<file path="config.mk">
export PLATFORM = sky130hd
export DESIGN_NAME = mux_4_1_sync
export DESIGN_NICKNAME = d
export VERILOG_FILES = /design/src/rtl/mux_4_1_sync_pkg.sv /design/src/rtl/pipe_reg_sync.sv /design/src/rtl/mux_4_1_sync.sv
export SDC_FILE = /design/constraint.sdc
export NUM_CORES = 1
export LEC_CHECK = 0
export CAP_MARGIN = 20
export CORE_MARGIN = 4
export CORE_UTILIZATION = 21
export DETAILED_ROUTE_END_ITERATION = 6
export PLACE_DENSITY = 0.81
export SYNTH_ARGS = -nofsm -noshare
export SYNTH_HDL_FRONTEND = slang
export SYNTH_SLANG_ARGS = --single-unit
</file>
<file path="constraint.sdc">
create_clock -name vclk -period 0.8
set_clock_uncertainty 0.05 [all_clocks]
set_input_delay 0.08 -clock vclk [all_inputs]
set_output_delay 0.08 -clock vclk [all_outputs]
set_load 0.01 [all_outputs]
</file>
<file path="src/rtl/mux_4_1_sync_pkg.sv">
// Shared select-code encodings for the 4-to-1 word multiplexer.
// Datapath control logic imports these so that both sides decode sel the same way.
package mux_4_1_sync_pkg;

  localparam int unsigned SEL_W = 2;

  typedef logic [0:SEL_W-1] sel_t;

  localparam sel_t SEL_A0 = 2'd0;
  localparam sel_t SEL_A1 = 2'd1;
  localparam sel_t SEL_A2 = 2'd2;
  localparam sel_t SEL_A3 = 2'd3;

endpackage : mux_4_1_sync_pkg

</file>
<file path="src/rtl/pipe_reg_sync.sv">
// Generic WIDTH-bit pipeline register with synchronous active-high reset.
// Ports:
//   clk - rising-edge clock
//   rst - synchronous reset, active-high; clears q to all zeros
//   d   - next value, loaded every edge when rst=0
//   q   - registered value
module pipe_reg_sync #(
  parameter int unsigned WIDTH = 32
) (
  input  logic             clk,
  input  logic             rst,
  input  logic [0:WIDTH-1] d,
  output logic [0:WIDTH-1] q
);

  always_ff @(posedge clk) begin
    if (rst) begin
      q <= '0;
    end else begin
      q <= d;
    end
  end

endmodule : pipe_reg_sync

</file>
<file path="src/rtl/mux_4_1_sync.sv">
// 4-to-1 word multiplexer with enable and optional registered output.
// Ports:
//   clk    - clock, used only when OUT_REG=1
//   rst    - synchronous active-high reset, used only when OUT_REG=1
//   a0..a3 - data inputs selected by sel = 0..3
//   sel    - unsigned select code, bit 0 is the MSB
//   enb    - enable; when 0 the selected value is forced to zero
//   y      - selected data (combinational when OUT_REG=0, one-cycle registered when OUT_REG=1)
module mux_4_1_sync
  import mux_4_1_sync_pkg::*;
#(
  parameter int unsigned WIDTH   = 32,
  parameter int unsigned OUT_REG = 0
) (
  input  logic             clk,
  input  logic             rst,
  input  logic [0:WIDTH-1] a0,
  input  logic [0:WIDTH-1] a1,
  input  logic [0:WIDTH-1] a2,
  input  logic [0:WIDTH-1] a3,
  input  logic [0:SEL_W-1] sel,
  input  logic             enb,
  output logic [0:WIDTH-1] y
);

  logic [0:WIDTH-1] sel_val;
  logic [0:WIDTH-1] v;

  // Compare chain rather than a defaulted case so an unknown sel propagates X
  // instead of silently picking a0.
  assign sel_val = (sel == SEL_A3) ? a3 :
                   (sel == SEL_A2) ? a2 :
                   (sel == SEL_A1) ? a1 : a0;

  assign v = enb ? sel_val : '0;

  generate
    if (OUT_REG == 1) begin : g_out_reg
      pipe_reg_sync #(
        .WIDTH (WIDTH)
      ) u_out_reg (
        .clk (clk),
        .rst (rst),
        .d   (v),
        .q   (y)
      );
    end else begin : g_out_comb
      // clk/rst are deliberately ignored in the combinational build.
      logic unused_clk_rst;
      assign unused_clk_rst = clk ^ rst;
      assign y = v;
    end
  endgenerate

endmodule : mux_4_1_sync

</file>
==> qor.txt, run 1 <==
Status = finished, violations left
Violated checks = negative setup slack
Worst Path Max Fanout = 7
Initial antenna violation count = 0
Synth Instances = 111
DP Worst Slack = -1.09 ns
M1 WL = 2180 um
Diode count = 0
Max-Cap Viols = 0
Worst VDD drop = 0.279 mV
Normalized max-slew margin = 0.832
Seq/Total Area, Yosys = 0
CP arrival = 0.95 ns
Main combinational cell family by area after synthesis = multiplexers
Number of I/O port buffers = 163
Hold Buf Count CTS = 0
Final setup fails = 32
Hold Path Class = in -> out
Final wirelength = 5710 um
Die area = 6050 um^2
Worst EP required = 0.67 ns
Vias in the first global route = 1,731
Core area = 4720 um^2
Worst Max-Slew Pin Slew = 0.247 ns
Post-Synth XOR/XNOR Area = 0
WL per Instance = 16.5 um
Syn_nets = 244
Synth Area per Inst = 9.21 um^2
Max-slew violations = 0
Max Freq = 0.923 GHz
Library cells used by synthesis = 9
CP Class = in -> out
Placed cell count = 339
DRC errors left = 0
Post-DP HPWL = 4590 um
Pin count of the biggest net entering global routing = 18
Routability cong. = 0.774
Post-Synth Simple-Gate Area = 0.0147
Clkbuf count = 0
Post-DP Area = 3050 um^2
GRT Resource Usage Total = 0.171
Share of synthesized cell area in full adder, half adder and majority cells = 0
Gr ovfl total = 0
Vias/cell = 4.68
Detailed router's first-iteration violation count = 19
Final ANT Viol Nets = 0
WL met2 = 2910 um
YS warnings = 0
Leak = 1.45 nW
Design area = 3260 um^2
I/O pin count = 165
CP Capture Type = primary output
CP startpoint kind = primary input
Pwr dens = 567 nW/um^2
Setup tns final = -8.54 ns
Post-synthesis mux area share = 0.627
Post-Syn Area = 1020 um^2
Top sig layer = met4
Sequential cells = 0
Final WS setup = -0.283 ns
First-pass GRT wire length = 8520 um
Unrepaired setup endpoints after global routing = true
Final Critical Period = 1.08 ns
Die W = 77.8 um
Nets = 413
Fin cells = 345
Met3 wire len = 581 um
Area delta synth->final = 219%
Final period utilization = 1.35
Routed vias = 1,614
Final hold vios = 0
Util after Layout = 0.690
Starting density of the core = 0.216
Rows = 25
Sequential cell area = 0 um^2
Compound-gate portion of the synthesized area = 0.196
First drt pass iteration count = 4
Proportion of layout cells with a drive suffix above 1 = 0.396
Die height = 77.8 um
## critical path, stage by stage
cell and delay, ns:
buf_6 0.09, or2b_4 0.32, buf_16 0.17, o22ai_4 0.16
buf_6 0.12
## synthesized netlist by cell type (all sizes together)
cell type,n,area [um^2]
nand2,1,3.75
buf,8,128
mux2i,64,641
o22ai,32,200
clkbuf,5,38.8
or2b,1,11.3
## metal layers
layer  GRT usage  vias up
met5           0        -
met1       0.179      717
met3      0.0510        4
met2       0.342      103
met4      0.0142        0
li1            -      790
## kinds of logic (layout without fill, tap and decap cells)
kind of cell           Yosys count  count (layout)
AOI/OAI and AO/OA               32              32
muxes                           64              64
and+or+nand+nor                  2               2
buffers and inverters           13             180
## metrics by stage
stage                     total power [mW]  hold WS (ns)
final                                 1.85         0.489
after global routing                  1.96         0.551
after CTS                             1.76         0.688
after detailed placement              1.75          1.16
after global placement                1.73          1.15
after floorplan                      0.767         0.268
## final timing paths
path	start	endpoint	slack, ns	cells after the start
worst min-delay path	a1[31]	y[31]	0.49	4
worst max-delay path	sel[1]	y[9]	-0.28	5
## power breakdown
group          switching (mW)  internal [mW]
Sequential                  0              0
Combinational           0.663           1.18
Clock                       0              0
Total                   0.663           1.18
## placed cells by master, fill, tap and decap left out, drive strengths merged
cell type,instances
mux2i,64
clkdlybuf4s50,93
buf,52
or2b,1
o22ai,32
dlymetal6s2s,12
nand2,1
dlygate4sd2,23
## final cells by class
cell class	instances	area, um^2
multi-input combinational	98	1290
timing repair buffer	180	1880
fill	365	1470
tap	67	83.8
## timing repair
action / CTS / global route
setup buffers: 1 / 0
resized for setup: 183 / 35
cloned: 5 / 0
setup endpoints to repair: 32 / 32
pin swaps: 29 / 8
Power figures use the tool's default switching activity.
==> run 2, diff against run 1 <==
--- a/config.mk
+++ b/config.mk
@@ -5,7 +5,7 @@
 export SDC_FILE = /design/constraint.sdc
 export NUM_CORES = 1
 export LEC_CHECK = 0
-export CAP_MARGIN = 20
+export CAP_MARGIN = 25
 export CORE_MARGIN = 4
 export CORE_UTILIZATION = 21
 export DETAILED_ROUTE_END_ITERATION = 6
==> results of run 2 <==
No change in the layout: final DEF, timing and power equal those of run 1.
